==> config.mk <==
export PLATFORM = sky130hd
export DESIGN_NAME = wbck_arb
export DESIGN_NICKNAME = d
export VERILOG_FILES = /design/src/rtl/wbck_pkg.sv /design/src/rtl/wbck_scoreboard.sv /design/src/rtl/wbck_arb.sv
export SDC_FILE = /design/constraint.sdc
export NUM_CORES = 1
export LEC_CHECK = 0
export BUFFER_PORTS_ARGS = -buffer_cell sky130_fd_sc_hd__buf_4
export CAP_MARGIN = 20
export CORE_MARGIN = 2
export CORE_UTILIZATION = 45
export CTS_CLUSTER_DIAMETER = 120
export DETAILED_ROUTE_END_ITERATION = 8
export PLACE_DENSITY = 0.83
export SYNTH_ARGS = -nofsm -noshare
export SYNTH_HDL_FRONTEND = slang
export SYNTH_SLANG_ARGS = --single-unit
==> constraint.sdc <==
create_clock -name clk -period 4.11 [get_ports clk]
set_clock_uncertainty 0.2 [all_clocks]
set_input_delay 0.822 -clock clk [delete_from_list [all_inputs] [get_ports clk]]
set_output_delay 0.822 -clock clk [all_outputs]
set_load 0.03 [all_outputs]
==> src/rtl/wbck_pkg.sv <==
`default_nettype none
// ============================================================================
// Module   : wbck_pkg
// Brief    : Shared constants and the writeback request type for wbck_arb.
// Revision : 1.0 - initial release
// ============================================================================
package wbck_pkg;

    localparam int REG_IDX_W = 5;
    localparam int NUM_REGS  = 32;
    localparam int DEF_XLEN  = 32;

    // Data field is sized to the default datapath width used by wbck_arb.
    typedef struct packed {
        logic                 valid;
        logic [REG_IDX_W-1:0] idx;
        logic [DEF_XLEN-1:0]  dat;
    } wbck_req_t;

endpackage
`default_nettype wire

==> src/rtl/wbck_scoreboard.sv <==
`default_nettype none
// ============================================================================
// Module   : wbck_scoreboard
// Brief    : Busy bit per architectural register for outstanding long-latency
//            writes; set on issue, cleared on writeback, set wins on collision.
// Revision : 1.0 - initial release
// ============================================================================
module wbck_scoreboard
    import wbck_pkg::*;
(
    input  logic                 clk,
    input  logic                 rst_n,
    input  logic                 i_set_valid,
    input  logic [REG_IDX_W-1:0] i_set_idx,
    input  logic                 i_clr_valid,
    input  logic [REG_IDX_W-1:0] i_clr_idx,
    output logic [NUM_REGS-1:0]  o_busy_vec
);

    assign o_busy_vec[0] = 1'b0;

    for (genvar n = 1; n < NUM_REGS; n++) begin : g_bit
        logic r_busy;
        logic w_set;
        logic w_clr;

        assign w_set = i_set_valid && (i_set_idx == REG_IDX_W'(n));
        assign w_clr = i_clr_valid && (i_clr_idx == REG_IDX_W'(n));

        // A new issue to the same register outranks the retiring writeback.
        always_ff @(posedge clk or negedge rst_n) begin
            if (!rst_n) begin
                r_busy <= 1'b0;
            end else begin
                r_busy <= w_set | (r_busy & ~w_clr);
            end
        end

        assign o_busy_vec[n] = r_busy;
    end

endmodule
`default_nettype wire

==> src/rtl/wbck_arb.sv <==
`default_nettype none
// ============================================================================
// Module   : wbck_arb
// Brief    : Writeback arbiter (LSU/MDU over ALU with starvation guard),
//            registered register-file write port and long-latency scoreboard.
//            Optional forwarding ports under WBCK_ARB_BYPASS_EN.
// Revision : 1.0 - initial release
// ============================================================================
module wbck_arb
    import wbck_pkg::*;
#(
    parameter int STARVE_MAX = 3,
    parameter int XLEN       = DEF_XLEN
) (
    input  logic                 clk,
    input  logic                 rst_n,
    input  logic                 alu_wbck_valid,
    output logic                 alu_wbck_ready,
    input  logic [REG_IDX_W-1:0] alu_wbck_idx,
    input  logic [XLEN-1:0]      alu_wbck_dat,
    input  logic                 lsu_wbck_valid,
    output logic                 lsu_wbck_ready,
    input  logic [REG_IDX_W-1:0] lsu_wbck_idx,
    input  logic [XLEN-1:0]      lsu_wbck_dat,
    input  logic                 lsu_issue_valid,
    input  logic [REG_IDX_W-1:0] lsu_issue_idx,
    output logic [NUM_REGS-1:0]  busy_vec,
    output logic                 wbck_dest_wen,
    output logic [31:0]          wbck_dest_idx,
    output logic [XLEN-1:0]      wbck_dest_dat
`ifdef WBCK_ARB_BYPASS_EN
    ,
    output logic                 byp_valid,
    output logic [REG_IDX_W-1:0] byp_idx,
    output logic [XLEN-1:0]      byp_dat
`endif
);

    localparam logic [3:0] c_starve_max = 4'(STARVE_MAX);

    logic                 w_alu_pri;
    logic                 w_alu_ready;
    logic                 w_lsu_ready;
    wbck_req_t            w_win;
    logic [3:0]           r_starve_cnt;
    logic                 r_wen;
    logic [REG_IDX_W-1:0] r_idx;
    logic [XLEN-1:0]      r_dat;

    // ALU wins a tie only once it has been refused STARVE_MAX cycles in a row.
    assign w_alu_pri   = (r_starve_cnt == c_starve_max);
    assign w_lsu_ready = lsu_wbck_valid & ~(w_alu_pri & alu_wbck_valid);
    assign w_alu_ready = alu_wbck_valid & (w_alu_pri | ~lsu_wbck_valid);

    assign alu_wbck_ready = w_alu_ready;
    assign lsu_wbck_ready = w_lsu_ready;

    always_comb begin
        w_win = '0;
        if (w_lsu_ready) begin
            w_win.valid = 1'b1;
            w_win.idx   = lsu_wbck_idx;
            w_win.dat   = lsu_wbck_dat;
        end else if (w_alu_ready) begin
            w_win.valid = 1'b1;
            w_win.idx   = alu_wbck_idx;
            w_win.dat   = alu_wbck_dat;
        end
    end

    always_ff @(posedge clk or negedge rst_n) begin
        if (!rst_n) begin
            r_starve_cnt <= 4'd0;
        end else if (!alu_wbck_valid || w_alu_ready) begin
            r_starve_cnt <= 4'd0;
        end else if (r_starve_cnt != c_starve_max) begin
            r_starve_cnt <= r_starve_cnt + 4'd1;
        end
    end

    // x0 grants are consumed but never reach the register file.
    always_ff @(posedge clk or negedge rst_n) begin
        if (!rst_n) begin
            r_wen <= 1'b0;
            r_idx <= '0;
            r_dat <= '0;
        end else if (w_win.valid) begin
            r_wen <= (w_win.idx != '0);
            r_idx <= w_win.idx;
            r_dat <= w_win.dat;
        end else begin
            r_wen <= 1'b0;
        end
    end

    assign wbck_dest_wen = r_wen;
    assign wbck_dest_idx = {{(32-REG_IDX_W){1'b0}}, r_idx};
    assign wbck_dest_dat = r_dat;

`ifdef WBCK_ARB_BYPASS_EN
    assign byp_valid = r_wen;
    assign byp_idx   = r_idx;
    assign byp_dat   = r_dat;
`endif

    wbck_scoreboard u_scoreboard (
        .clk         (clk),
        .rst_n       (rst_n),
        .i_set_valid (lsu_issue_valid),
        .i_set_idx   (lsu_issue_idx),
        .i_clr_valid (w_lsu_ready),
        .i_clr_idx   (lsu_wbck_idx),
        .o_busy_vec  (busy_vec)
    );

endmodule
`default_nettype wire

==> flow_summary.yaml <==
run_status:
  outcome: "completed"
timing:
  min_period_ns: 3.267
  rsz0062_at_grt: "false"
  worst_pin_slew_ns: 0.8897
  fin_setup_tns_ns: 0
  finalSetupViolCount: 0
  min_period_over_period: 0.7949
  hold_slack_ns: 0.2616
  fmax_mhz: 306.1
  fin_ws_ns: 0.8430
  slew_headroom: 0.4069
  final-hold-violation-count: 0
  final_max_slew_viol_count: 0
route:
  drt_pre_antenna_iters: 5
  wire_per_inst_um: 17.27
  route.antenna.remaining_nets: 0
  drt_iter0_markers: 278
  via_per_inst: 5.531
  drc: 0
  finalWirelength_um: 10120
  vias: 3241
cts:
  cts_root_buf: "clkbuf_8"
  clk_pin_slew_worst_paths_ns: 0.07
  clock_sinks: 73
  cts_buffers: 9
  cts.hold.buffers_added: 0
  htreeDepth: 3
  cts_setup_buffers: 0
  clkLatencyLatePin_ns: 0.33
  cts_resized: 0
  cts_tree: "done"
  clockBufferDepth: 2
worst_setup_path:
  worstPathArrival_ns: 2.24
  cpPeakStageDelay_ns: 0.48
  cp_max_fo: 37
  worstSetupPathType: "input port to output pin"
  r2r-end: "r_idx[2]$_DFFE_PN0P_"
  reg2reg_depth: 6
  required_ns: 3.09
  end_kind: "output pin"
  rr_startpoint: "r_starve_cnt[0]$_DFFE_PN0P_"
  cp_slowest_cell: "and4bb_4"
  crit_top_cell: "buf_4"
  startpoint_type: "input port"
  crit_chain: "buf_4, and4bb_4, a21oi_2, buf_4, inv_2, buf_4"
  r2r_slack_ns: 1.88
placement:
  dpl_cell_area_um2: 4742
  portBuffers: 154
  place_ws_ns: 0.8632
  gp_congestion: 0.8229
  hpwlAfterDp_um: 7313
cells_and_area:
  nets: 561
  layout-drive-gt1-share: 0.4387
  n_antenna_cell: 0
  area_growth_pct: 26.68
  final_cell_area_um2: 4937
pwr:
  power.density_nw_per_um2: 404.4
  p_leak_uw: 0.002248
  ir_worst_vdd_v: 0.0001554
  power.total_uw: 1997
yosys:
  synth.distinct_cells: 43
  avgSynthCellArea_um2: 10.62
  synth-seq-area-share: 0.4687
  ys_ff_latch: 73
  synth_flop_cell: "dfrtp_1"
  postSynth.asyncResetShare: 1.000
  yosysWarnings: 0
  syn-cell-area_um2: 3897
  netlist_instances: 367
  synth_edf_count: 0
worst_hold_path:
  hold_class: "flip-flop to flip-flop"
  whs_path_depth: 1
  worstHoldStart: "r_starve_cnt[0]$_DFFE_PN0P_"
  hold_end: "r_starve_cnt[0]$_DFFE_PN0P_"
grt:
  grt_first_pass_wirelength_um: 16300
  antenna_found_initial: 0
  gr-total-overflow: 0
  first_global_vias: 3201
  grt_use_total: 0.2114
  grt_max_degree: 74
die:
  die_h_um: 97.07
  core_area_um2: 8299
  die_x_um: 97.07
  die_area_um2: 9422
  start_util: 0.4696
  fp-row-count: 33
  ios: 183
flow_run:
  drv_cap: 0
## cells in the mapped netlist, types with 4 or more instances
library cell	number	area, um^2
buf_2	9	45.04
o41ai_1	16	140.1
and3_1	4	25.02
a21o_1	9	67.56
nor2b_1	4	25.02
clkbuf_1	15	56.30
nand2b_1	4	25.02
o221a_2	32	360.4
inv_1	4	15.01
a221o_1	8	80.08
nand3_1	9	45.04
nor2_1	10	37.54
or3_1	32	200.2
buf_4	59	442.9
a22o_1	6	52.55
nand2_1	36	135.1
dfrtp_1	73	1827
## stage by stage
step	std cells	utilization
final	586	0.5949
after global routing	586	0.5949
after global placement	570	0.5714
after CTS	586	0.5949
after floorplan	394	-
after detailed placement	570	0.5714
## routing by layer
layer / vias to the layer above / GRT usage / share of wire
met5: - / 0 / 0
met4: 0 / 0.08559 / 0.019
met3: 16 / 0.04460 / 0.074
met2: 156 / 0.3515 / 0.50
met1: 1569 / 0.2695 / 0.40
li1: 1500 / - / -
## sequential cells by signal, summed over array words and instances (netlist names)
signal                     cells
r_idx                          5
r_starve_cnt                   4
u_scoreboard.g_bit.r_busy     31
wbck_dest_dat                 32
wbck_dest_wen                  1
## cell families (layout without fill, tap and decap cells)
family	Yosys count	after routing	share of synthesized area
AO/OA/AOI/OAI	83	83	0.2051
other	1	28	0.0009622
flip-flops	73	73	0.4687
buffers and inverters	90	177	0.1483
adder cells (fa/ha/maj)	1	1	0.003210
AND/OR/NAND/NOR	117	117	0.1692
XOR/XNOR	2	2	0.004495
## area by class of cell
type	count	area (um^2)
sequential	73	1827
tap	105	131.4
inverter	5	18.77
clock inverter	7	71.32
multi-input combinational	231	1594
timing repair buffer	156	1171
clock buffer	9	123.9
fill	723	3362
## layout by cell type (no fill, tap or decap), types with 2 or more instances in the layout
| cell | Yosys | layout |
|---|---|---|
| a21o_1 | 9 | 9 |
| a221o_1 | 8 | 8 |
| a22o_1 | 6 | 6 |
| a32o_1 | 3 | 3 |
| and3_1 | 4 | 4 |
| and4b_1 | 3 | 3 |
| buf_4 | 59 | 156 |
| clkbuf_8 | 0 | 9 |
| clkinv_2 | 0 | 2 |
| clkinvlp_4 | 0 | 3 |
| conb_1 | 1 | 28 |
| dfrtp_1 | 73 | 73 |
| inv_1 | 4 | 4 |
| nand2_1 | 36 | 36 |
| nand2b_1 | 4 | 4 |
| nand3_1 | 9 | 9 |
| nor2_1 | 10 | 10 |
| nor2b_1 | 4 | 4 |
| nor4bb_1 | 3 | 3 |
| o21a_1 | 3 | 3 |
| o221a_2 | 32 | 32 |
| o31ai_1 | 3 | 3 |
| o41ai_1 | 16 | 16 |
| or2_2 | 2 | 2 |
| or3_1 | 32 | 32 |
## report_power, final
group | internal (uW) | switching, uW
combinational | 238 | 358
clock | 279 | 271
sequential | 800 | 50.7
## how the worst max path moves through the flow
stage,from,end
after floorplan,alu_wbck_valid,lsu_wbck_ready
after global placement,alu_wbck_valid,alu_wbck_ready
after detailed placement,alu_wbck_valid,alu_wbck_ready
after CTS,alu_wbck_valid,alu_wbck_ready
after global routing,alu_wbck_valid,alu_wbck_ready
final,alu_wbck_valid,alu_wbck_ready
## worst max-delay path: cells and delay by family
family	cells	cell delay, ns
simple gates	1	0.48
compound gates	1	0.05
buf+inv	4	0.89
Power figures use the tool's default switching activity.
